### config.mk
export PLATFORM = sky130hd
export DESIGN_NAME = repdiv_unit
export DESIGN_NICKNAME = d
export VERILOG_FILES = /design/src/rtl/repdiv_unit.sv
export SDC_FILE = /design/constraint.sdc
export NUM_CORES = 1
export LEC_CHECK = 0
export BUFFER_PORTS_ARGS = -buffer_cell sky130_fd_sc_hd__buf_2
export CAP_MARGIN = 20
export CORE_MARGIN = 2
export CORE_UTILIZATION = 55
export CTS_CLUSTER_DIAMETER = 50
export DETAILED_ROUTE_END_ITERATION = 10
export GPL_TIMING_DRIVEN = 1
export PLACE_DENSITY = 0.79
export SYNTH_ARGS = -nofsm -noshare
export SYNTH_HDL_FRONTEND = slang
export SYNTH_SLANG_ARGS = --single-unit
export TNS_END_PERCENT = 30
### constraint.sdc
create_clock -name clk -period 2.5 [get_ports clk]
set_clock_uncertainty 0.15 [all_clocks]
set_input_delay 0 -clock clk [delete_from_list [all_inputs] [get_ports clk]]
set_output_delay 0 -clock clk [all_outputs]
set_load 0.01 [all_outputs]
### src/rtl/repdiv_unit.sv
// repdiv_unit: repeated-subtraction unsigned divider.
// The dividend and then the divisor arrive one after the other on data_in.
// The divisor is subtracted from a working remainder while the quotient
// counts up. A level start/done handshake connects the unit to the top level.
// Optional feature macro: REPDIV_ITER_COUNT_EN adds the iter_count output,
// which counts the edges spent in the subtract state.
module repdiv_unit #(
    parameter int WIDTH = 8
) (
    input  logic             clk,
    input  logic             rst,
    input  logic             start,
    input  logic [WIDTH-1:0] data_in,
    output logic [WIDTH-1:0] quotient,
    output logic [WIDTH-1:0] remainder,
    output logic             busy,
    output logic             done,
    output logic             div_by_zero
`ifdef REPDIV_ITER_COUNT_EN
    ,
    output logic [WIDTH:0]   iter_count
`endif
);

    typedef enum logic [2:0] {
        S_IDLE = 3'd0,
        S_LDA  = 3'd1,
        S_LDB  = 3'd2,
        S_SUB  = 3'd3,
        S_DONE = 3'd4
    } state_t;

    state_t           r_state;
    logic [WIDTH-1:0] r_quotient;
    logic [WIDTH-1:0] r_remainder;
    logic [WIDTH-1:0] r_divisor;
    logic             r_busy;
    logic             r_done;
    logic             r_divByZero;
`ifdef REPDIV_ITER_COUNT_EN
    logic [WIDTH:0]   r_iterCount;
`endif

    assign quotient    = r_quotient;
    assign remainder   = r_remainder;
    assign busy        = r_busy;
    assign done        = r_done;
    assign div_by_zero = r_divByZero;
`ifdef REPDIV_ITER_COUNT_EN
    assign iter_count  = r_iterCount;
`endif

    // Control FSM and datapath in one block. busy/done are registered to match the next state.
    always_ff @(posedge clk or posedge rst) begin
        if (rst) begin
            r_state     <= S_IDLE;
            r_quotient  <= '0;
            r_remainder <= '0;
            r_divisor   <= '0;
            r_busy      <= 1'b0;
            r_done      <= 1'b0;
            r_divByZero <= 1'b0;
`ifdef REPDIV_ITER_COUNT_EN
            r_iterCount <= '0;
`endif
        end else begin
            case (r_state)
                S_IDLE: begin
                    if (start) begin
                        r_state <= S_LDA;
                        r_busy  <= 1'b1;
                    end
                end
                S_LDA: begin
                    r_remainder <= data_in;
                    r_state     <= S_LDB;
                end
                S_LDB: begin
                    r_divisor <= data_in;
`ifdef REPDIV_ITER_COUNT_EN
                    r_iterCount <= '0;
`endif
                    if (data_in == '0) begin
                        // A zero divisor finishes at once with a saturated quotient and the dividend kept.
                        r_quotient  <= '1;
                        r_divByZero <= 1'b1;
                        r_state     <= S_DONE;
                        r_busy      <= 1'b0;
                        r_done      <= 1'b1;
                    end else begin
                        r_quotient  <= '0;
                        r_divByZero <= 1'b0;
                        r_state     <= S_SUB;
                    end
                end
                S_SUB: begin
`ifdef REPDIV_ITER_COUNT_EN
                    r_iterCount <= r_iterCount + (WIDTH+1)'(1);
`endif
                    if (r_remainder >= r_divisor) begin
                        r_remainder <= r_remainder - r_divisor;
                        r_quotient  <= r_quotient + WIDTH'(1);
                    end else begin
                        r_state <= S_DONE;
                        r_busy  <= 1'b0;
                        r_done  <= 1'b1;
                    end
                end
                S_DONE: begin
                    // Stay here while start is still high, so each operation needs a fresh start pulse.
                    if (!start) begin
                        r_state     <= S_IDLE;
                        r_done      <= 1'b0;
                        r_divByZero <= 1'b0;
                    end
                end
                default: begin
                    r_state <= S_IDLE;
                    r_busy  <= 1'b0;
                    r_done  <= 1'b0;
                end
            endcase
        end
    end

endmodule
Yosys cells after proc, flatten, opt, wreduce, memory -nomap -nowiden --
Index checks and enable logic that the tools add are counted.
Word-level totals: memories 0, bits in registers 30, bits in latches 0, bits in read-only memories 0, word-level logic and storage cells 54, bits in writable memories 0, output and inout bits 19
Cells by class: divide/modulo/power cells 0, shift operators 0, reduce and logical (&&, ||, !) cells 13, add/subtract/negate cells 2, multiplexer cells 20, multiply operators 0, bitwise gates (word level) 2, $lt $le $gt $ge 1, equal/unequal tests 9
Operators with widths (count):
- $pmux W8 S2 | 2
- $mux W8 | 3
- $pmux W3 S5 | 1
- $mux W3 | 4
- $ne A2 B2 Y1 const B | 5
- $add A8 B1 Y8 const B | 1
- $ge A8 B8 Y1 | 1
- $logic_not A8 Y1 | 1
- $pmux W1 S4 | 2
- $reduce_and A4 Y1 | 2
- $sub A8 B8 Y8 | 1
- $mux W1 | 7
- $eq A3 B2 Y1 const B | 2
- $reduce_and A2 Y1 | 3
- $reduce_bool A2 Y1 | 3
- $reduce_or A2 Y1 | 2
- $eq A3 B1 Y1 const B | 1
- $eq A3 B3 Y1 const B | 1
- $logic_not A3 Y1 | 1
- $reduce_and A3 Y1 | 1
- $not A1 Y1 | 2
- $pmux W1 S2 | 1

Longest topological paths before layout --
Gate-level depths: netlist of run 1.
word-level depth 4, gate-level depth with buffers 11, gate-level depth less buffers 10

Worst setup path before layout of run 1 --
Ideal clock, no wire load.
path type reg2reg, start point register r_remainder[0], in the netlist remainder[0], end point register r_quotient[4], in the netlist quotient[4], setup time 0.121 ns, path buffers 0, required time 2.229 ns, period minus slack after synthesis 2.218 ns, data arrival time 1.947 ns, stages on the path, launching flop included 11, path slack 0.282 ns, cell sequence dfrtp_1 inv_1 ha_1 inv_1 fa_1 nand3_1 nand3_1 a22oi_4 nand2_1 o21a_1 o22a_1
On the way: cells in the longest elaborated chain, start to end 3
Ends and longest elaborated chain:
- start: declaration | RTL line 35 | logic [WIDTH-1:0] r_remainder;
- start signal: assignment | RTL line 75 | r_remainder <= data_in;
- start signal: assignment | RTL line 101 | r_remainder <= r_remainder - r_divisor;
- $ge A8 B8 Y1 | RTL line 100 | if (r_remainder >= r_divisor) begin
- $ne A2 B2 Y1 (no line)
- $reduce_and A2 Y1 (no line)
- end signal: assignment | RTL line 102 | r_quotient <= r_quotient + WIDTH'(1);
- end: declaration | RTL line 34 | logic [WIDTH-1:0] r_quotient;
Every way passes these cells. A chain may end at the register's enable or synchronous reset.

Worst setup path in the final report of run 1 --
start point register r_remainder[5], in the netlist remainder[5], end point register r_quotient[4], in the netlist quotient[4]
The elaborated chain is that of the path after synthesis.

==> results of run 1 <==
-- layer usage --
layer  wire (um)  share of wire [%]  vias to the layer above
li1            -                  -                      804
met1        1881                 45                      745
met2        2018                 49                       52
met3         228                5.5                        4
met4          32               0.77                        0
met5           0                  0                        -
-- through the flow --
step | power, uW | std cells | TNS (ns) | util [%]
6_report | 3458 | 291 | 0 | 71.64
5_1_grt | 3800 | 291 | -0.001913 | 71.64
4_1_cts | 3252 | 286 | 0 | 68.98
3_5_place_dp | 2969 | 269 | 0 | 64.22
3_3_place_gp | 2907 | 269 | 0 | 64.22
2_1_floorplan | 2501 | 198 | 0 | -
-- layout by cell type, fill, tap and decap left out, types with 2 or more instances in the layout --
master / n
buf_2: 29
xor2_1: 2
ha_1: 9
a21oi_1: 13
o21ai_0: 15
nor3_1: 4
and3_1: 5
nand2_4: 2
a21o_1: 2
o31ai_1: 2
or4_4: 2
buf_4: 7
o21a_1: 4
o21ai_1: 2
o211ai_1: 2
nand4_1: 2
inv_1: 14
o22a_1: 3
clkbuf_1: 2
clkbuf_4: 5
nand2_1: 31
o22ai_1: 3
a31oi_1: 8
nand3_1: 2
dlygate4sd3_1: 10
xnor2_1: 2
nor2_1: 13
nand3b_1: 2
dfrtp_1: 30
nand3_2: 2
-- power by group through the flow --
stage / clock network [uW] / registers, uW / logic (uW)
after detailed placement: 0 / 981 / 1990
final: 257 / 980 / 2220
after CTS: 268 / 975 / 2010
after global routing: 297 / 1020 / 2490
after floorplan: 0 / 984 / 1520
after global placement: 0 / 973 / 1930
-- worst register-to-register path: stages, from the launching register on --
cell	delay, ns
dfrtp_1	0.41
ha_1	0.38
a21oi_1	0.10
o21ai_0	0.43
a22oi_4	0.20
o21a_2	0.19
o21a_1	0.19
o22a_1	0.17
-- repair_timing --
action | in CTS | in global routing
hold buffers | 10 | 0
resized for setup | 0 | 7
hold endpoints to repair | 50 | 0
setup buffers | 0 | 3
endpoints found under the setup margin | 0 | 11
-- state kept, by name, indices dropped and copies added, names as in the netlist --
name         cells
quotient         8
r_divisor        8
remainder        8
r_state          3
busy             1
div_by_zero      1
done             1
-- cell type report --
cell class,count,area (um^2),area share (%)
Multi-Input combinational cell,148,962.2,43.99
Sequential cell,30,750.7,34.32
Tap cell,44,55.05,2.517
Clock buffer,7,45.04,2.059
Inverter,15,56.30,2.574
Timing Repair Buffer,47,317.8,14.53
-- how the worst min path moves through the flow --
stage / to / cells after the start / slack (ns) / from
floorplan: busy / 1 / -0.06 / rst
global placement: quotient[7] / 3 / -0.06 / rst
detailed placement: r_state[1] / 3 / -0.06 / rst
CTS: remainder[7] / 4 / 0.12 / rst
global route: remainder[7] / 4 / 0.16 / rst
finish: remainder[7] / 4 / 0.13 / rst
-- kinds of logic after synthesis --
kind of cell / Yosys count
AOI/OAI and AO/OA: 62
xor gates and xnor gates: 4
adders and majority gates: 10
buffers and inverters: 22
DFF: 30
muxes: 1
and+or+nand+nor: 69
==> summary.txt, run 1 <==
Hold path
  • HP Class: primary input to async pin

Place
  • Port buffer count: 29
  • Routability Congestion: 0.8695
  • Dpl hpwl: 2770 um
  • Placed instance area: 1961 um^2
  • Post-Place Worst Slack: 0.07801 ns

Worst setup path
  • WP data arrival: 2.39 ns
  • Critical path class: flop to flop
  • CP endpoint kind: flop
  • Slowest stage cell, crit path: o21ai_0
  • Register-to-Register Path Depth: 7
  • Max incr delay on CP: 0.43 ns
  • Critical Path Fanout Max: 5
  • R2R Path Start: remainder[5]
  • Crit path depth: 7
  • Worst setup path startpoint: remainder[5]
  • Reg2reg setup slack: 0.17 ns
  • Delay-heaviest family, CP: compound AO/OA/AOI/OAI gates
  • WP data required: 2.56 ns
  • Critical path buffers and inverters: 0
  • FF-to-FF End: quotient[4]
  • Startpoint Class: flop
  • CP Capture Point: quotient[4]
  • Critical-path cell list: ha_1, a21oi_1, o21ai_0, a22oi_4, o21a_2, o21a_1, o22a_1

GRT
  • Grt total ovfl: 0
  • Met2 usage: 37.63%
  • Total GRT Usage: 23.79%
  • Most crowded layer after global routing: met2
  • Grt met3 use: 5.757%
  • Largest net degree at the start of global routing: 31
  • Vias in the first global route: 1414
  • M1 GR Usage: 31.98%
  • First-pass GRT wire length: 6382 um
  • Initial antenna violation count: 0

Timing
  • Final Max Tran Viols: 0
  • Setup violators final: 0
  • Worst Max-Slew Pin Slew: 0.4949 ns
  • Worst slew margin: 66.66%
  • Hold violation total from the final report: 0
  • Fmax: 429.5 MHz
  • Final period util: 93.12%
  • WHS: 0.1268 ns
  • Fin crit period: 2.328 ns
  • Final critical-path setup slack: 0.1719 ns

Synthesis
  • Post-synth top area cell: dfrtp_1
  • Most frequent cell after synthesis: nand2_1
  • Post-synth top cells: 33 x nand2_1, 30 x dfrtp_1, 16 x o21ai_0, 14 x inv_1
  • Count of different cell masters after synthesis: 43
  • Top cells by area, synth: dfrtp_1 42%, nand2_1 7.0%, ha_1 6.4%, o21ai_0 4.5%, a21oi_1 3.7%
  • Mux share of post-synthesis cell area: 0.6351%
  • Top-area cell type share of the netlist area: 42.34%
  • Post-synthesis compound-gate area fraction: 23.08%
  • Syn Nets: 219
  • Largest family of logic cells by synthesized area: compound AO/OA/AOI/OAI gates
  • Warnings from Yosys: 0
  • Synth Area in Adders: 7.481%
  • Synthesized-area fraction occupied by xor and xnor cells: 1.976%
  • Avg Inst Size Synth: 8.954 um^2
  • Post-synthesis simple-gate area fraction: 18.49%
  • Seq cells post-synth: 30
  • Sequential share of the synthesized area: 42.34%
  • EDFF count, synth: 0
  • Asr flop ratio synth: 100.0%
  • Synth Flop Type: dfrtp_1
  • Mapped cell area: 1773 um^2
  • Synth Instances: 198

Layout
  • Cell area after layout: 2187 um^2
  • Layout cells sized above 1: 23.08%
  • Area growth, synth to finish: 23.36%
  • Fillers: 252
  • ANT cells: 0
  • Final net count: 268

Routing
  • Avg WL per Cell: 14.29 um
  • Vias per std cell: 5.515
  • Drt drc: 0
  • Total Wirelength: 4159 um
  • Antenna viol nets, final: 0
  • Vias: 1605
  • Drt first pass iters: 4
  • Initial DRC Count: 103

Clock network
  • CTS tree: yes
  • CTS HTree Levels: 2
  • Worst skew pair latency: 0.33 ns
  • Clock buffer depth: 2
  • Clk slew on worst S/H paths: 0.09 ns
  • Clock Tree Root: clkbuf_4
  • Clock sinks: 30
  • Cts bufs inserted: 5

Die
  • Core box area: 3053 um^2
  • Cell row count: 20
  • Die Area: 3694 um^2
  • Chip Width: 60.78 um
  • Die height: 60.78 um
  • Boundary Pins: 30
  • Starting density of the core: 58.07%

Pwr
  • Psw: 1623 uW
  • Sequential Power Share: 28.3%
  • VDD IR-drop max: 0.0008212 V
  • Clock power share: 7.4%
  • Switching Fraction: 46.93%
  • Leakage power: 0.001040 uW
  • Combinational power share: 64.2%
  • Internal: 1835 uW
  • Power density cells: 1581 nW/um^2

Outcome
  • Status: complete, no violations

Job
  • Max-cap viol count: 0
(Power assumes the default switching activity.)
==> run 2, diff against run 1 <==
- REMOVE_ABC_BUFFERS: unset -> 1
==> run 2 against run 1 <==
Against the previous run: flip-flop and latch count is the same; sequential power decreased by 0.4%; wire length grew 1.4%; global-route usage increased by 1.0 points; critical path depth rose by 3; hold slack worse by 0.0013 ns; non-clock buffer count rose by 3; count of clock-buffer cells in the layout unchanged.
==> summary.txt, run 2 (synthesized netlist as in run 1, its figures left out) <==
Layout
  • Commonest non-fill, non-tap cell in the layout: nand2_1
  • Final net count: 270 (+0.75%)
  • Non-filler cells, final: 294 (+1.0%)
  • ANT cells: 0 (unchanged)
  • Most frequent cells in the layout: 31 x nand2_1, 30 x dfrtp_1, 29 x buf_2
  • Layout cells sized above 1: 24.80% (+1.7 points)
  • Area growth, synth to finish: 24.14%
  • Final cell utilization of the core: 72.09% (+0.45 points)
  • Fillers: 263 (+4.4%)

Die
  • Chip Width: 60.78 um (unchanged)
  • Cell row count: 20 (unchanged)
  • Boundary Pins: 30 (unchanged)
  • Die height: 60.78 um (unchanged)
  • Core box area: 3053 um^2 (unchanged)
  • Starting density of the core: 58.07% (unchanged)
  • Die Area: 3694 um^2 (unchanged)

Worst setup path
  • Register-to-Register Path Depth: 10 (+3)
  • Critical Path Fanout Max: 8 (+3)
  • Reg2reg setup slack: 0.18 ns (about the same)
  • Top cell by count, worst path: inv_1
  • R2R Path Start: remainder[0]
  • Critical-path cell list: inv_1, ha_1, inv_1, fa_2, nand3_2, nand3_1, a22oi_4, o21a_2, a21oi_2, nor3_1
  • Critical path buffers and inverters: 2 (+2)
  • FF-to-FF End: quotient[6]
  • Max incr delay on CP: 0.39 ns (-0.04 ns)
  • Delay-heaviest family, CP: compound AO/OA/AOI/OAI gates
  • Slowest stage cell, crit path: dfrtp_1
  • CP endpoint kind: flop
  • Startpoint Class: flop
  • Critical path class: flop to flop
  • WP data required: 2.60 ns (+0.04 ns)
  • WP data arrival: 2.42 ns (+0.03 ns)

Timing
  • Final period util: 92.84% (-0.29 points)
  • Fin crit period: 2.321 ns (-0.007162 ns)
  • Setup violators final: 0 (unchanged)
  • Worst Max-Slew Pin Slew: 0.3869 ns (-0.1080 ns)
  • Fmax: 430.9 MHz (+0.31%)
  • Unrepaired setup endpoints after global routing: no
  • Hold violation total from the final report: 0 (unchanged)
  • Total Neg Setup Slack: 0 ns (unchanged)
  • Final critical-path setup slack: 0.1790 ns (+0.007162 ns)
  • Worst slew margin: 74.21% (+7.5 points)
  • Final Max Tran Viols: 0 (unchanged)

Routing
  • Drt first pass iters: 4 (unchanged)
  • Initial DRC Count: 50 (-51%)
  • Antenna viol nets, final: 0 (unchanged)
  • Total Wirelength: 4217 um (+1.4%)
  • Vias: 1621 (+1.0%)
  • Drt drc: 0 (unchanged)
  • Vias per std cell: 5.514 (about the same)
  • Avg WL per Cell: 14.34 um (+0.36%)

Clock network
  • Clock buffer depth: 2 (unchanged)
  • CTS tree: yes
  • Clock sinks: 30 (unchanged)
  • Cts bufs inserted: 5 (unchanged)
  • Clk slew on worst S/H paths: 0.10 ns (about the same)
  • CTS HTree Levels: 2 (unchanged)
  • Worst skew pair latency: 0.34 ns (about the same)
  • Clock Tree Root: clkbuf_4

GRT
  • Total GRT Usage: 24.83% (+1.0 points)
  • Grt total ovfl: 0 (unchanged)
  • Largest net degree at the start of global routing: 31 (unchanged)
  • Vias in the first global route: 1512 (+6.9%)
  • First-pass GRT wire length: 6644 um (+4.1%)
  • Initial antenna violation count: 0 (unchanged)

Place
  • Placed Cells incl. Taps: 271 (+0.74%)
  • Post-Place Worst Slack: 0.1150 ns (+0.03697 ns)
  • Routability Congestion: 0.8730 (+0.40%)
  • Port buffer count: 29 (unchanged)
  • Dpl hpwl: 2731 um (-1.4%)

Pwr
  • Final Total Pwr: 3475 uW (+0.52%)
  • Leakage power: 0.001056 uW (+1.6%)
  • VDD IR-drop max: 0.0009398 V (+14%)
  • Power density cells: 1579 nW/um^2 (-0.11%)

Hold path
  • HP Class: primary input to async pin

Outcome
  • Status: complete, no violations

Job
  • Max-cap viol count: 0 (unchanged)
[run 2: report_power, final]
part	leakage, uW	internal (uW)	switching, uW
combinational	0.000659	990	1210
clock	0.0000353	136	168
sequential	0.000361	742	233
total	0.00106	1870	1610
[run 2: routing by layer]
layer	part of all wire [%]	track usage (%)
met1	42	30.18
met2	50	43.16
met3	5.9	5.757
met4	2.2	8.696
met5	0	0
[run 2: through the flow]
| step | hold slack (ns) | instance area (um^2) |
|---|---|---|
| finish | 0.1255 | 2201 |
| global route | 0.1564 | 2201 |
| CTS | 0.1232 | 2136 |
| detailed placement | -0.05495 | 1976 |
| global placement | -0.06151 | 1976 |
| floorplan | -0.05919 | 1723 |
[run 2: worst max path at each step]
stage / start / endpoint / cells past startpoint
6_report: remainder[0] / quotient[6] / 10
5_1_grt: remainder[3] / remainder[6] / 8
4_1_cts: remainder[0] / quotient[7] / 10
3_5_place_dp: remainder[0] / quotient[4] / 10
3_3_place_gp: remainder[0] / quotient[7] / 10
2_1_floorplan: remainder[0] / remainder[2] / 9
[run 2: layout make-up]
cell class              count  area [um^2]  share of cell area, %
repair buffers             50        327.8                  14.89
well taps                  44        55.05                  2.501
multi-input cells         147        950.9                  43.21
flip-flops and latches     30        750.7                  34.11
clock buffers               7        55.05                  2.501
clock inverters             1        5.005                 0.2274
inverters                  15        56.30                  2.558
[run 2: tightest hold or removal path: stages]
cell and delay [ns]:
dlygate4sd3_1 0.53, buf_2 0.12, inv_1 0.04, buf_4 0.34
[run 2: timing repair]
| item | CTS | global route |
|---|---|---|
| hold endpoints to repair | 49 | 0 |
| endpoints found under the setup margin | 0 | 15 |
| hold buffers | 10 | 0 |
| resized for setup | 0 | 8 |
| setup buffers | 0 | 4 |
==> run 3, diff against run 2 <==
- ABC_AREA: unset -> 1
- CORE_UTILIZATION: 55 -> 52
- PLACE_DENSITY: 0.79 -> 0.75
==> run 3 against run 2 <==
Against the previous run: via count increased by 19%; synthesized cell count increased by 43%; setup slack better by 0.17 ns; final area grew 12%; critical path depth is 2 higher; sequential share of layout area down 3.7 points; sequential power is 18% lower; die area is 22% higher; combinational power is 15% lower; largest cell class unchanged.
==> summary.txt, run 3 <==
Job
  • Max-cap viol count: 0 (unchanged)

Synthesis
  • Synth Flop Type: dfrtp_1
  • Asr flop ratio synth: 100.0% (unchanged)
  • Top-area cell type share of the netlist area: 36.12% (-6.2 points)
  • Mapped cell area: 2078 um^2 (+17%)
  • EDFF count, synth: 0 (unchanged)
  • Warnings from Yosys: 0 (unchanged)
  • Count of different cell masters after synthesis: 32 (-26%)
  • Top cells by area, synth: dfrtp_1 36%, nand2_1 17%, inv_1 7.2%, nand3_1 7.2%, ha_1 5.4%
  • Most frequent cell after synthesis: nand2_1
  • Post-synth top cells: 94 x nand2_1, 40 x inv_1, 30 x dfrtp_1, 30 x nand3_1
  • Avg Inst Size Synth: 7.318 um^2 (-18%)
  • Synth Instances: 284 (+43%)
  • Seq cells post-synth: 30 (unchanged)
  • Sequential share of the synthesized area: 36.12% (-6.2 points)
  • Post-synth top area cell: dfrtp_1

Clock network
  • CTS HTree Levels: 2 (unchanged)
  • Clock buffer depth: 2 (unchanged)
  • Clock Tree Root: clkbuf_8
  • Quantity of gates resized following cts: 0 (unchanged)
  • Clk slew on worst S/H paths: 0.07 ns (-0.03 ns)
  • Clock sinks: 30 (unchanged)
  • CTS tree: yes
  • Worst skew pair latency: 0.28 ns (-0.06 ns)
  • Cts bufs inserted: 5 (unchanged)
  • Postcts setup bufs: 0 (unchanged)

Routing
  • Antenna viol nets, final: 0 (unchanged)
  • Drt first pass iters: 4 (unchanged)
  • Avg WL per Cell: 11.95 um (-17%)
  • Total Wirelength: 4505 um (+6.8%)
  • Drt drc: 0 (unchanged)
  • Vias: 1931 (+19%)
  • Vias per std cell: 5.122 (-7.1%)
  • Initial DRC Count: 91 (+82%)

Place
  • Post-Place Worst Slack: 0.3718 ns (+0.2569 ns)
  • Routability Congestion: 0.8575 (-1.8%)
  • Dpl hpwl: 3343 um (+22%)
  • Port buffer count: 29 (unchanged)

Pwr
  • Sequential Power Share: 25.2% (-2.9 points)
  • Final Total Pwr: 3160 uW (-9.1%)
  • Combinational power share: 59.7% (-3.5 points)
  • Switching Fraction: 48.15% (+1.9 points)
  • Psw: 1521 uW (-5.3%)
  • Leakage power: 0.001356 uW (+28%)
  • Clock power share: 15.1% (+6.4 points)
  • VDD IR-drop max: 0.0008102 V (-14%)
  • Internal: 1638 uW (-12%)
  • Power density cells: 1282 nW/um^2 (-19%)

Layout
  • Layout cells sized above 1: 20.67% (-4.1 points)
  • Most frequent cells in the layout: 94 x nand2_1, 40 x inv_1, 30 x nand3_1, 30 x dfrtp_1, 29 x buf_2
  • Final cell utilization of the core: 65.84% (-6.2 points)
  • Final net count: 349 (+29%)
  • Fillers: 349 (+33%)
  • Commonest non-fill, non-tap cell in the layout: nand2_1
  • ANT cells: 0 (unchanged)
  • Area growth, synth to finish: 18.60%

Worst setup path
  • WP data required: 2.51 ns (-0.09 ns)
  • WP data arrival: 2.16 ns (-0.26 ns)
  • Startpoint Class: flop
  • Critical path class: flop to flop
  • CP endpoint kind: flop
  • Critical Path Fanout Max: 17 (+9)

Timing
  • Fmax: 464.3 MHz (+7.8%)
  • Final Max Tran Viols: 0 (unchanged)
  • WHS: 0.2080 ns (+0.08247 ns)
  • Final period util: 86.15% (-6.7 points)
  • Unrepaired setup endpoints after global routing: no
  • Worst slew margin: 74.32% (+0.12 points)
  • Fin crit period: 2.154 ns (-0.1672 ns)
  • Total Neg Setup Slack: 0 ns (unchanged)
  • Hold violation total from the final report: 0 (unchanged)
  • Final critical-path setup slack: 0.3463 ns (+0.1672 ns)
  • Worst Max-Slew Pin Slew: 0.3851 ns (-0.001743 ns)
  • Setup violators final: 0 (unchanged)

Die
  • Chip Width: 67.22 um (+11%)
  • Core box area: 3744 um^2 (+23%)
  • Die height: 67.22 um (+11%)
  • Cell row count: 22 (+10%)
  • Die Area: 4519 um^2 (+22%)
  • Boundary Pins: 30 (unchanged)
  • Starting density of the core: 55.51% (-2.6 points)

GRT
  • Grt total ovfl: 0 (unchanged)
  • Most crowded layer after global routing: met2
  • Largest net degree at the start of global routing: 31 (unchanged)
  • Met2 usage: 37.38% (-5.8 points)
  • First-pass GRT wire length: 7783 um (+17%)
  • M1 GR Usage: 30.52% (+0.34 points)
  • Initial antenna violation count: 0 (unchanged)
  • Grt met3 use: 5.167% (-0.59 points)
  • Total GRT Usage: 22.96% (-1.9 points)
  • Vias in the first global route: 1752 (+16%)

Outcome
  • Status: complete, no violations

Hold path
  • HP Class: primary input to async pin
## run 3: worst paths after layout
check	start	to	slack, ns	cells past startpoint
max in group asynchronous	rst	r_state[1]	1.71	4
min in group clk	busy	busy	0.32	2
min	rst	quotient[1]	0.21	4
max reg2reg	remainder[0]	remainder[0]	0.35	12
max	remainder[0]	remainder[0]	0.35	12
min reg2reg	busy	busy	0.32	2
## run 3: critical path, cell delays in order, from the launching register on
cell and delay (ns):
dfrtp_1 0.38, inv_1 0.08, ha_1 0.14, inv_1 0.07, fa_1 0.37, nand2_1 0.09, nand2_1 0.10, nand3_2 0.10
nand3_4 0.10, nand2_8 0.15, nand2_2 0.15, nand2_1 0.10, o21ai_1 0.07
## run 3: per-stage QoR
step	instances	area [um^2]
finish	377	2465
global route	377	2465
CTS	377	2465
detailed placement	359	2256
global placement	359	2256
floorplan	280	2036
## run 3: power by group through the flow
stage	Combinational, uW	Sequential (uW)	Clock (uW)
floorplan	1420	820	0
global placement	1830	799	0
detailed placement	1870	805	0
CTS	1890	799	488
global route	2160	818	509
finish	1880	798	477
## run 3: final cells by class
cell class	count	area (um^2)	share of cell area [%]
Clock buffer	5	68.82	2.792
Clock inverter	3	40.04	1.624
Inverter	44	165.2	6.701
Multi-Input combinational cell	206	1120	45.43
Sequential cell	30	750.7	30.46
Tap cell	48	60.06	2.437
Timing Repair Buffer	41	260.3	10.56
## run 3: cell families after synthesis
kind of cell | synth area share [%]
AO/OA/AOI/OAI | 8.971
buffers and inverters | 9.994
adder cells (fa/ha/maj) | 6.382
XOR/XNOR | 0.4215
flip-flops | 36.12
AND/OR/NAND/NOR | 38.11
## run 3: metal layers
| metal | vias to the layer above | share of wire [%] | wire [um] |
|---|---|---|---|
| met5 | - | 0 | 0 |
| met3 | 6 | 4.8 | 215 |
| li1 | 989 | - | - |
| met1 | 891 | 47 | 2131 |
| met2 | 45 | 47 | 2103 |
| met4 | 0 | 1.2 | 53 |
## run 3: what timing repair did
item	CTS	global route
endpoints found under the hold margin	48	0
setup endpoints to repair	0	0
hold buffers	10	0
